`config.mk`:
```
export PLATFORM = sky130hd
export DESIGN_NAME = control_unit_flat
export DESIGN_NICKNAME = d
export VERILOG_FILES = /design/src/rtl/cu_pkg.sv /design/src/rtl/cu_if.sv /design/src/rtl/cu_decode.sv /design/src/rtl/control_unit.sv /design/src/flat_wrapper.sv
export SDC_FILE = /design/constraint.sdc
export NUM_CORES = 1
export LEC_CHECK = 0
export BUFFER_PORTS_ARGS = -buffer_cell sky130_fd_sc_hd__buf_2
export CORE_MARGIN = 2
export CORE_UTILIZATION = 39
export CTS_CLUSTER_SIZE = 40
export DETAILED_ROUTE_END_ITERATION = 8
export HOLD_SLACK_MARGIN = 0.03
export PLACE_DENSITY = 0.78
export SYNTH_ARGS = -nofsm -noshare
export SYNTH_HDL_FRONTEND = slang
export SYNTH_SLANG_ARGS = --single-unit
```
`constraint.sdc`:
```
create_clock -name clk -period 1.35 [get_ports clk]
set_input_delay 0 -clock clk [delete_from_list [all_inputs] [get_ports clk]]
set_output_delay 0 -clock clk [all_outputs]
set_load 0.05 [all_outputs]
```
`src/rtl/cu_pkg.sv`:
```
// Shared types for the control unit: state encoding, opcodes, ALU function codes, control vector.
// CU_STACK_EN adds the PUSH/POP states and their dispatch.
package cu_pkg;

  typedef enum logic [4:0] {
    S_F0, S_F1, S_F2, S_DEC,
    S_BR0, S_BR1,
    S_AL0, S_AL1,
    S_LI0, S_LI1, S_LI2,
`ifdef CU_STACK_EN
    S_PU0, S_PU1, S_PU2,
    S_PO0, S_PO1, S_PO2,
`endif
    S_HALT
  } state_e;

  localparam logic [3:0] OP_BR_MAX = 4'd8;
  localparam logic [3:0] OP_ALU    = 4'd9;
  localparam logic [3:0] OP_LDI    = 4'd10;
  localparam logic [3:0] OP_PUSH   = 4'd11;
  localparam logic [3:0] OP_POP    = 4'd12;
  localparam logic [3:0] OP_HALT   = 4'd15;

  localparam logic [2:0] FN_ZERO = 3'd0;
  localparam logic [2:0] FN_PASS = 3'd1;
  localparam logic [2:0] FN_ADD  = 3'd2;
  localparam logic [2:0] FN_NEG  = 3'd3;
  localparam logic [2:0] FN_OR   = 3'd4;
  localparam logic [2:0] FN_NOT  = 3'd5;
  localparam logic [2:0] FN_INC  = 3'd6;
  localparam logic [2:0] FN_DEC  = 3'd7;

  typedef struct packed {
    logic       halt;
    logic       mem_rd;
    logic       mem_wr;
    logic [2:0] funsel;
    logic [2:0] rsel;
    logic       lsp, lpc, lmdr, lmar, lisr, ly, wrr;
    logic       spmar, pcmar, mdrz, mdrm;
    logic       tr, tsp, tpc, tmdr, tisr;
    logic       sflag, cc;
  } ctrl_t;

  // First execute state for a decoded opcode; NOPs (and disabled stack ops) refetch.
  function automatic state_e dispatch(input logic [3:0] op);
    state_e nxt;
    nxt = S_F0;
    if (op <= OP_BR_MAX)   nxt = S_BR0;
    else if (op == OP_ALU) nxt = S_AL0;
    else if (op == OP_LDI) nxt = S_LI0;
`ifdef CU_STACK_EN
    else if (op == OP_PUSH) nxt = S_PU0;
    else if (op == OP_POP)  nxt = S_PO0;
`endif
    else if (op == OP_HALT) nxt = S_HALT;
    return nxt;
  endfunction

endpackage

```
`src/rtl/cu_if.sv`:
```
// Control unit <-> datapath/memory bundle: instruction, memory handshake and all control strobes.
interface cu_if;
  logic [15:0] isr;
  logic        mem_ready;
  logic        mem_rd, mem_wr;
  logic [2:0]  funsel, rsel;
  logic        lsp, lpc, lmdr, lmar, lisr, ly, wrr;
  logic        spmar, pcmar, mdrz, mdrm;
  logic        tr, tsp, tpc, tmdr, tisr;
  logic        sflag, cc, halt;

  modport master (
    input  isr, mem_ready,
    output mem_rd, mem_wr, funsel, rsel, lsp, lpc, lmdr, lmar, lisr, ly, wrr,
           spmar, pcmar, mdrz, mdrm, tr, tsp, tpc, tmdr, tisr, sflag, cc, halt
  );

  modport slave (
    output isr, mem_ready,
    input  mem_rd, mem_wr, funsel, rsel, lsp, lpc, lmdr, lmar, lisr, ly, wrr,
           spmar, pcmar, mdrz, mdrm, tr, tsp, tpc, tmdr, tisr, sflag, cc, halt
  );
endinterface

```
`src/rtl/cu_decode.sv`:
```
// Combinational state -> control vector decoder; only wait states look at mem_ready.
// CU_STACK_EN enables the PUSH/POP decode arms.
module cu_decode
  import cu_pkg::*;
(
  input  state_e     state_i,
  input  logic [2:0] fn_i,
  input  logic [2:0] rd_i,
  input  logic [2:0] rt_i,
  input  logic       mem_ready_i,
  output ctrl_t      ctrl_o
);

  always_comb begin
    ctrl_o = '0;
    case (state_i)
      S_F0, S_LI0: begin
        ctrl_o.pcmar  = 1'b1;
        ctrl_o.lmar   = 1'b1;
        ctrl_o.tpc    = 1'b1;
        ctrl_o.funsel = FN_INC;
        ctrl_o.lpc    = 1'b1;
      end
`ifdef CU_STACK_EN
      S_F1, S_LI1, S_PO1: begin
`else
      S_F1, S_LI1: begin
`endif
        ctrl_o.mem_rd = 1'b1;
        ctrl_o.mdrm   = mem_ready_i;
        ctrl_o.lmdr   = mem_ready_i;
      end
      S_F2:  ctrl_o.lisr = 1'b1;
      S_BR0: begin
        ctrl_o.tisr = 1'b1;
        ctrl_o.ly   = 1'b1;
      end
      S_BR1: begin
        ctrl_o.tpc    = 1'b1;
        ctrl_o.funsel = FN_ADD;
        ctrl_o.lpc    = 1'b1;
        ctrl_o.cc     = 1'b1;
      end
      S_AL0: begin
        ctrl_o.rsel = rt_i;
        ctrl_o.tr   = 1'b1;
        ctrl_o.ly   = 1'b1;
      end
      S_AL1: begin
        ctrl_o.rsel   = rd_i;
        ctrl_o.tr     = 1'b1;
        ctrl_o.funsel = fn_i;
        ctrl_o.wrr    = 1'b1;
        ctrl_o.sflag  = 1'b1;
      end
`ifdef CU_STACK_EN
      S_LI2, S_PO2: begin
`else
      S_LI2: begin
`endif
        ctrl_o.tmdr   = 1'b1;
        ctrl_o.funsel = FN_PASS;
        ctrl_o.rsel   = rd_i;
        ctrl_o.wrr    = 1'b1;
      end
`ifdef CU_STACK_EN
      S_PU0: begin
        ctrl_o.tsp    = 1'b1;
        ctrl_o.funsel = FN_DEC;
        ctrl_o.lsp    = 1'b1;
      end
      // PUSH source register shares the rd field (isr[8:6]).
      S_PU1: begin
        ctrl_o.spmar  = 1'b1;
        ctrl_o.lmar   = 1'b1;
        ctrl_o.rsel   = rd_i;
        ctrl_o.tr     = 1'b1;
        ctrl_o.funsel = FN_PASS;
        ctrl_o.mdrz   = 1'b1;
        ctrl_o.lmdr   = 1'b1;
      end
      S_PU2: ctrl_o.mem_wr = 1'b1;
      S_PO0: begin
        ctrl_o.spmar  = 1'b1;
        ctrl_o.lmar   = 1'b1;
        ctrl_o.tsp    = 1'b1;
        ctrl_o.funsel = FN_INC;
        ctrl_o.lsp    = 1'b1;
      end
`endif
      S_HALT:  ctrl_o.halt = 1'b1;
      default: ctrl_o = '0;
    endcase
  end

endmodule

```
`src/rtl/control_unit.sv`:
```
// Multi-cycle control unit FSM: fetch, decode and execute BR/ALU/LDI/HALT (PUSH/POP with CU_STACK_EN).
// Outputs are a decode of the current state, forced to zero while reset is high.
module control_unit
  import cu_pkg::*;
(
  input  logic clk,
  input  logic reset,
  cu_if.master bus
);

  state_e     state_q;
  ctrl_t      dec_ctrl;
  ctrl_t      ctrl;
  logic [3:0] opcode;
  logic       unused_isr_bits;

  assign opcode          = bus.isr[15:12];
  assign unused_isr_bits = ^bus.isr[2:0];

  // Wait states hold indefinitely until memory answers.
  always_ff @(posedge clk) begin
    if (reset) begin
      state_q <= S_F0;
    end else begin
      case (state_q)
        S_F0:  state_q <= S_F1;
        S_F1:  if (bus.mem_ready) state_q <= S_F2;
        S_F2:  state_q <= S_DEC;
        S_DEC: state_q <= dispatch(opcode);
        S_BR0: state_q <= S_BR1;
        S_AL0: state_q <= S_AL1;
        S_LI0: state_q <= S_LI1;
        S_LI1: if (bus.mem_ready) state_q <= S_LI2;
`ifdef CU_STACK_EN
        S_PU0: state_q <= S_PU1;
        S_PU1: state_q <= S_PU2;
        S_PU2: if (bus.mem_ready) state_q <= S_F0;
        S_PO0: state_q <= S_PO1;
        S_PO1: if (bus.mem_ready) state_q <= S_PO2;
`endif
        S_HALT:  state_q <= S_HALT;
        default: state_q <= S_F0;
      endcase
    end
  end

  cu_decode u_decode (
    .state_i     (state_q),
    .fn_i        (bus.isr[11:9]),
    .rd_i        (bus.isr[8:6]),
    .rt_i        (bus.isr[5:3]),
    .mem_ready_i (bus.mem_ready),
    .ctrl_o      (dec_ctrl)
  );

  assign ctrl = reset ? '0 : dec_ctrl;

  assign bus.halt   = ctrl.halt;
  assign bus.mem_rd = ctrl.mem_rd;
  assign bus.mem_wr = ctrl.mem_wr;
  assign bus.funsel = ctrl.funsel;
  assign bus.rsel   = ctrl.rsel;
  assign bus.lsp    = ctrl.lsp;
  assign bus.lpc    = ctrl.lpc;
  assign bus.lmdr   = ctrl.lmdr;
  assign bus.lmar   = ctrl.lmar;
  assign bus.lisr   = ctrl.lisr;
  assign bus.ly     = ctrl.ly;
  assign bus.wrr    = ctrl.wrr;
  assign bus.spmar  = ctrl.spmar;
  assign bus.pcmar  = ctrl.pcmar;
  assign bus.mdrz   = ctrl.mdrz;
  assign bus.mdrm   = ctrl.mdrm;
  assign bus.tr     = ctrl.tr;
  assign bus.tsp    = ctrl.tsp;
  assign bus.tpc    = ctrl.tpc;
  assign bus.tmdr   = ctrl.tmdr;
  assign bus.tisr   = ctrl.tisr;
  assign bus.sflag  = ctrl.sflag;
  assign bus.cc     = ctrl.cc;

endmodule
```
`src/flat_wrapper.sv`:
```
// flat-port wrapper written by rule: the top's interface ports become plain ports
module control_unit_flat import cu_pkg::*;
  (clk, reset, bus_isr, bus_mem_ready, bus_mem_rd, bus_mem_wr, bus_funsel, bus_rsel, bus_lsp, bus_lpc, bus_lmdr, bus_lmar, bus_lisr, bus_ly, bus_wrr, bus_spmar, bus_pcmar, bus_mdrz, bus_mdrm, bus_tr, bus_tsp, bus_tpc, bus_tmdr, bus_tisr, bus_sflag, bus_cc, bus_halt);
  cu_if bus_i ();
  input  logic clk;
  input  logic reset;
  input wire logic [$bits(bus_i.isr)-1:0] bus_isr;
  input wire logic [$bits(bus_i.mem_ready)-1:0] bus_mem_ready;
  output wire logic [$bits(bus_i.mem_rd)-1:0] bus_mem_rd;
  output wire logic [$bits(bus_i.mem_wr)-1:0] bus_mem_wr;
  output wire logic [$bits(bus_i.funsel)-1:0] bus_funsel;
  output wire logic [$bits(bus_i.rsel)-1:0] bus_rsel;
  output wire logic [$bits(bus_i.lsp)-1:0] bus_lsp;
  output wire logic [$bits(bus_i.lpc)-1:0] bus_lpc;
  output wire logic [$bits(bus_i.lmdr)-1:0] bus_lmdr;
  output wire logic [$bits(bus_i.lmar)-1:0] bus_lmar;
  output wire logic [$bits(bus_i.lisr)-1:0] bus_lisr;
  output wire logic [$bits(bus_i.ly)-1:0] bus_ly;
  output wire logic [$bits(bus_i.wrr)-1:0] bus_wrr;
  output wire logic [$bits(bus_i.spmar)-1:0] bus_spmar;
  output wire logic [$bits(bus_i.pcmar)-1:0] bus_pcmar;
  output wire logic [$bits(bus_i.mdrz)-1:0] bus_mdrz;
  output wire logic [$bits(bus_i.mdrm)-1:0] bus_mdrm;
  output wire logic [$bits(bus_i.tr)-1:0] bus_tr;
  output wire logic [$bits(bus_i.tsp)-1:0] bus_tsp;
  output wire logic [$bits(bus_i.tpc)-1:0] bus_tpc;
  output wire logic [$bits(bus_i.tmdr)-1:0] bus_tmdr;
  output wire logic [$bits(bus_i.tisr)-1:0] bus_tisr;
  output wire logic [$bits(bus_i.sflag)-1:0] bus_sflag;
  output wire logic [$bits(bus_i.cc)-1:0] bus_cc;
  output wire logic [$bits(bus_i.halt)-1:0] bus_halt;
  assign bus_i.isr = bus_isr;
  assign bus_i.mem_ready = bus_mem_ready;
  assign bus_mem_rd = bus_i.mem_rd;
  assign bus_mem_wr = bus_i.mem_wr;
  assign bus_funsel = bus_i.funsel;
  assign bus_rsel = bus_i.rsel;
  assign bus_lsp = bus_i.lsp;
  assign bus_lpc = bus_i.lpc;
  assign bus_lmdr = bus_i.lmdr;
  assign bus_lmar = bus_i.lmar;
  assign bus_lisr = bus_i.lisr;
  assign bus_ly = bus_i.ly;
  assign bus_wrr = bus_i.wrr;
  assign bus_spmar = bus_i.spmar;
  assign bus_pcmar = bus_i.pcmar;
  assign bus_mdrz = bus_i.mdrz;
  assign bus_mdrm = bus_i.mdrm;
  assign bus_tr = bus_i.tr;
  assign bus_tsp = bus_i.tsp;
  assign bus_tpc = bus_i.tpc;
  assign bus_tmdr = bus_i.tmdr;
  assign bus_tisr = bus_i.tisr;
  assign bus_sflag = bus_i.sflag;
  assign bus_cc = bus_i.cc;
  assign bus_halt = bus_i.halt;
  control_unit u_core (.clk(clk), .reset(reset), .bus(bus_i));
endmodule
```
==> key figures, run 1 <==
Status
  – Outcome: finished, violations left
  – Failing checks: negative setup slack

Finish
  – Reg with most FFs: u_core.state_q
  – Area growth syn-to-layout: 84.19%
  – Top flop regs: u_core.state_q x4
  – Most frequent cells in the layout: buf_4 (18), buf_2 (15), buf_6 (13)
  – Post-route cell area: 1122 um2
  – Multi-input gate area: around 520 um2
  – Fin nets: between 100 and 150
  – Commonest non-fill, non-tap cell in the layout: buf_4
  – ANT cells: 0
  – Largest register FFs: 4
  – # fillers: 120
  – Register area: ~90 um2
  – Share of cells above drive strength 1: 0.6641

Clock tree
  – Clock Tree Buf Depth: 2
  – Number of clock sinks: 4
  – Root buf cell: clkbuf_4
  – Clk slew on worst S/H paths: approximately 0.04 ns
  – Clk_lat worst skew: 0.24 ns
  – Htree depth: 1
  – CTS tree: yes
  – TritonCTS buffer count: 3

STA
  – RSZ-0062 raised after global routing: yes
  – Fin crit period: 1.510 ns
  – Hold violation count in the final report: 0
  – Achievable Freq: around 660 MHz
  – Fin crit share: 1.118
  – Final setup fails: 15
  – Skew final: 0.002512 ns
  – Post-route setup slack: -0.1595 ns
  – Final-report max-slew violation count: 0

Die
  – I/O pins: 46
  – Die height: 43.53 um
  – Core footprint: ~1500 um2
  – Full die area: about 1900 um2
  – Initial Util: 0.4092
  – Die W: 43.53 um
  – Row Count: 14

Routing
  – DR vias/cell: around 5.3
  – Remaining antenna violation count: 0
  – Vias after detailed routing: ~760
  – Post-DR wirelength/cell: roughly 14 um
  – Post-Route WL: between 2000 and 2500 um
  – DR iter-0 viols: 4
  – Drt pass-1 iters: 4
  – DRC violations left: 0

Global route
  – Overflow after GRT: 0
  – First-pass GRT wire length: roughly 3200 um
  – Vias in the first global route: 758
  – GRT Total Usage: 0.2299
  – Initial antenna violation count: 0
  – Largest net degree at the start of global routing: 12

Worst setup path
  – Cells on worst reg2reg path: 5
  – FF-to-FF Start: u_core.state_q[0]
  – Setup CP Type: reg2out
  – Required @ worst endpoint: roughly 1.4 ns
  – R2R setup slack: approximately 0.050 ns
  – Crit Path Max Fanout: 5
  – Crit-path slowest cell: dfxtp_4
  – Critical Path Source Type: register
  – Worst EP arrival: approximately 1.5 ns
  – Worst reg2reg path endpoint: u_core.state_q[1]
  – Endpoint type of the worst setup path: primary output
  – CP peak stage delay: ~0.35 ns
  – Worst path cell trace: nand2b_4 > or2_4 > a21oi_4 > a22o_4 > buf_8

Logic synthesis
  – Synth top area share: 0.1355
  – Yosys top cell by area: buf_4
  – Asr flop ratio synth: 0
  – Syn avg cell area: around 7.4 um2
  – Ys flop type: dfxtp_1
  – Gate count after technology mapping: around 80
  – Area of the mapped netlist: between 600 and 700 um2
  – Post-synth EDFFs: 0
  – YS warnings: 0
  – Netlist cell types: 35
  – Sequential area share after synthesis: 0.1314
  – Number of synthesized register bits: 4
  – Top cells by area, synth: buf_4 (14%), dfxtp_1 (13%), nor2_1 (6.8%)

Min path
  – HP Class: in2reg
  – Cell count of the worst hold path: 3
  – Min-Delay Endpoint: u_core.state_q[0]
  – Min-delay src: bus_isr[12]

Run
  – Max_cap viols: 0

Placed design
  – GPL Wtd Cong: between 0.8 and 0.9
  – Placed cell area: just under 900 um2
  – Dpl hpwl: about 1300 um
  – PortBufs: 37

Power and ir drop
  – LEAKAGE: around 0.50 nW
  – Cell Pwr Density: ~600 nW/um2
  – Worst IR drop on VDD: 483.6 uV
  – PnR Total Power: approximately 0.67 mW
## metrics by stage
step | hold WS, ns | setup TNS (ns) | instances | setup WS, ns | util
after CTS | 0.04956 | -1.139 | 140 | -0.1543 | 0.6958
after global routing | 0.1111 | -2.511 | 144 | -0.2094 | 0.7538
after floorplan | 0.1494 | -1.717 | 86 | -0.3642 | -
after global placement | 0.2994 | 0 | 133 | 0.05327 | 0.5857
after detailed placement | 0.3018 | 0 | 133 | 0.02868 | 0.5857
final | 0.07388 | -1.502 | 144 | -0.1595 | 0.7538
## kinds of logic after synthesis
kind of cell / after synthesis / synth area share
compound gates: 20 / 0.2341
xor+xnor: 2 / 0.02875
buf+inv: 17 / 0.1889
flops: 4 / 0.1314
other cells: 1 / 0.006154
simple gates: 38 / 0.4107
## cell type report
type	count	area share
Tap cell	16	0.01784
Inverter	3	0.01226
Multi-Input combinational cell	65	0.4660
Timing Repair Buffer	53	0.4047
Clock buffer	3	0.02007
Sequential cell	4	0.07915
## power breakdown
part           total, mW  internal, mW  switching (mW)
Sequential         0.136         0.125          0.0112
Clock              0.151        0.0996          0.0517
Combinational      0.378         0.142           0.236
## Yosys cell counts, drive strengths merged, types with 3 or more instances
| cell type | count |
|---|---|
| buf | 14 |
| nor2 | 11 |
| nor3 | 7 |
| a21oi | 6 |
| dfxtp | 4 |
| nand2b | 4 |
| o21ai | 4 |
| a22o | 3 |
| inv | 3 |
| nor4 | 3 |
| o21a | 3 |
## critical path, delay by kind of cell (launching register included)
family | cells | cell delay [ns]
buffers and inverters | 1 | 0.14
AND/OR/NAND/NOR | 2 | 0.41
flip-flops | 1 | 0.35
AO/OA/AOI/OAI | 2 | 0.37
## layer usage
layer | GRT usage | share of wire | vias up
met5 | 0 | 0 | -
met4 | 0.2061 | 0.043 | 0
met3 | 0.04167 | 0.044 | 10
met2 | 0.4000 | 0.55 | 34
met1 | 0.2304 | 0.36 | 345
li1 | - | - | 372
## timing repair
item                                    in CTS  in global routing
buffers inserted                             4                  5
endpoints found under the setup margin      15                 25
pin swaps                                    4                  6
hold buffers                                 0                  0
gates resized for setup                     36                 21
## how the worst max path moves through the flow
stage,start,to,cells past startpoint
floorplan,u_core.state_q[1],bus_mdrm,4
global placement,u_core.state_q[0],bus_funsel[2],4
detailed placement,u_core.state_q[2],bus_rsel[2],5
CTS,u_core.state_q[2],bus_rsel[2],5
global route,u_core.state_q[2],bus_rsel[0],5
finish,u_core.state_q[2],bus_rsel[0],5
No activity file was read; power rests on OpenSTA's default activity.
==> run 2, diff against run 1 <==
Settings changed: CORE_UTILIZATION 39 to 41, CTS_BUF_LIST from default to sky130_fd_sc_hd__clkbuf_4 sky130_fd_sc_hd__clkbuf_8, PLACE_DENSITY 0.78 to 0.82.
==> run 2 against run 1 <==
Net effect: the run still ends with negative setup slack left; worst setup slack lost 0.033 ns; wire length is 30% higher; critical endpoint is now bus_funsel[2]; largest power group unchanged; largest cell class unchanged; via count increased by 10%.
==> key figures, run 2 (synthesis results as in run 1) <==
Clock tree
  – Clk_lat worst skew: 0.25 ns (was 0.24 ns)
  – CTS tree: yes (unchanged)
  – Clock Tree Buf Depth: 2 (unchanged)
  – Number of clock sinks: 4 (unchanged)
  – Clk slew on worst S/H paths: 0.04 ns (about the same)
  – Htree depth: 1 (unchanged)
  – TritonCTS buffer count: 3 (unchanged)
  – Root buf cell: clkbuf_4 (unchanged)

Die
  – Initial Util: 0.4513 (was 0.4092)
  – I/O pins: 46 (unchanged)
  – Full die area: 1811 um2 (was 1894 um2)
  – Row Count: 13 (was 14)
  – Die height: 42.55 um (was 43.53 um)
  – Die W: 42.55 um (was 43.53 um)
  – Core footprint: 1350 um2 (was 1489 um2)

STA
  – Achievable Freq: 648.4 MHz (was 662.5 MHz)
  – Final setup fails: 19 (was 15)
  – Skew final: 0.007734 ns (was 0.002512 ns)
  – Final-report max-slew violation count: 0 (unchanged)
  – Post-route setup slack: -0.1924 ns (was -0.1595 ns)
  – Hold violation count in the final report: 0 (unchanged)
  – Fin crit share: 1.142 (was 1.118)
  – Setup_tns: -2.161 ns (was -1.502 ns)
  – RSZ-0062 raised after global routing: yes (unchanged)
  – Fin crit period: 1.542 ns (was 1.510 ns)

Global route
  – Overflow after GRT: 0 (unchanged)
  – First-pass GRT wire length: 3822 um (was 3229 um)
  – Largest net degree at the start of global routing: 13 (was 12)
  – GRT Total Usage: 0.2931 (was 0.2299)
  – Vias in the first global route: 831 (was 758)
  – Initial antenna violation count: 0 (unchanged)

Placed design
  – GPL Wtd Cong: 0.8145 (was 0.8100)
  – Placed cell area: 878.3 um2 (was 872.1 um2)
  – PortBufs: 37 (unchanged)
  – Dpl hpwl: 1436 um (was 1340 um)

Routing
  – DR vias/cell: 5.867 (was 5.285)
  – Post-Route WL: 2713 um (was 2082 um)
  – Drt pass-1 iters: 4 (unchanged)
  – DR iter-0 viols: 38 (was 4)
  – Vias after detailed routing: 839 (was 761)
  – Remaining antenna violation count: 0 (unchanged)
  – Post-DR wirelength/cell: 18.97 um (was 14.46 um)
  – DRC violations left: 0 (unchanged)

Status
  – Outcome: finished, violations left (unchanged)
  – Failing checks: negative setup slack (unchanged)

Worst setup path
  – Required @ worst endpoint: 1.35 ns (about the same)
  – Endpoint type of the worst setup path: primary output (unchanged)
  – Critical Path Source Type: register (unchanged)
  – R2R setup slack: 0.02 ns (was 0.05 ns)
  – Setup CP Type: reg2out (unchanged)
  – Crit Path Max Fanout: 6 (was 5)
  – Worst EP arrival: 1.54 ns (was 1.51 ns)
  – Cells on worst reg2reg path: 6 (was 5)

Power and ir drop
  – PnR Total Power: 0.7140 mW (was 0.6660 mW)
  – Cell Pwr Density: 598.2 nW/um2 (was 593.4 nW/um2)
  – LEAKAGE: 0.5235 nW (was 0.5021 nW)
  – Worst IR drop on VDD: 459.3 uV (was 483.6 uV)

Finish
  – ANT cells: 0 (unchanged)
  – Fin nets: 149 (unchanged)
  – Most frequent cells in the layout: buf_2 (15), buf_6 (15), buf_4 (14) (was buf_4 (18), buf_2 (15), buf_6 (13))
  – Area growth syn-to-layout: 95.89% (was 84.19%)
  – Post-route cell area: 1194 um2 (was 1122 um2)
  – Top flop regs: u_core.state_q x4 (unchanged)
  – Largest register FFs: 4 (unchanged)
  – Reg with most FFs: u_core.state_q (unchanged)
  – Share of cells above drive strength 1: 0.6797 (was 0.6641)

Min path
  – Cell count of the worst hold path: 3 (unchanged)
  – HP Class: in2reg (unchanged)

Run
  – Max_cap viols: 0 (unchanged)
-- run 2: cell types whose count changed in the layout (fill, tap and decap cells not counted), sizes merged --
cell	change
buf	+1
clkbuf	-1
-- run 2: repair_timing --
action	in CTS	in global routing
hold endpoints to repair	0	0
buffers inserted	4	4
pin swaps	7	14
gates cloned	0	0
gates resized for setup	51	17
hold buffers	0	0
setup endpoints to repair	18	23
-- run 2: routing by layer --
metal  vias to the layer above  wire, um  track usage
met2                        62      1360       0.5200
met4                         0       165       0.2375
met1                       379       991       0.2956
met3                        21       195      0.04741
li1                        377         -            -
met5                         -         0            0
-- run 2: metrics by stage --
step	hold slack (ns)	setup WS, ns	utilization	instances
final	0.03964	-0.1924	0.8842	143
after detailed placement	0.3057	-0.05147	0.6506	133
after global placement	0.2972	0.02251	0.6506	133
after floorplan	0.1494	-0.3642	-	86
after global routing	0.06197	-0.2100	0.8842	143
after CTS	0.05409	-0.1502	0.8211	140
-- run 2: report_power, final --
part | internal [mW] | switching (mW)
Clock | 0.101 | 0.0657
Combinational | 0.153 | 0.261
Sequential | 0.125 | 0.00923
-- run 2: worst paths after layout --
| path | end | start |
|---|---|---|
| worst max-delay path | bus_funsel[2] | u_core.state_q[0] |
| worst min-delay path | u_core.state_q[1] | bus_isr[15] |
| worst min register to register | u_core.state_q[2] | u_core.state_q[3] |
| worst max register to register | u_core.state_q[1] | u_core.state_q[1] |
-- run 2: final cells by class --
class                      count  area [um2]
timing repair buffer          53       484.2
inverter                       3       13.76
clock buffer                   3       22.52
fill                          63       156.4
tap                           15       18.77
multi-input combinational     65       565.5
sequential                     4       88.84
-- run 2: worst max-delay path: stages (launching register included) --
cell	delay, ns
dfxtp_4	0.36
or4_4	0.58
inv_4	0.09
a21o_1	0.10
buf_6	0.15
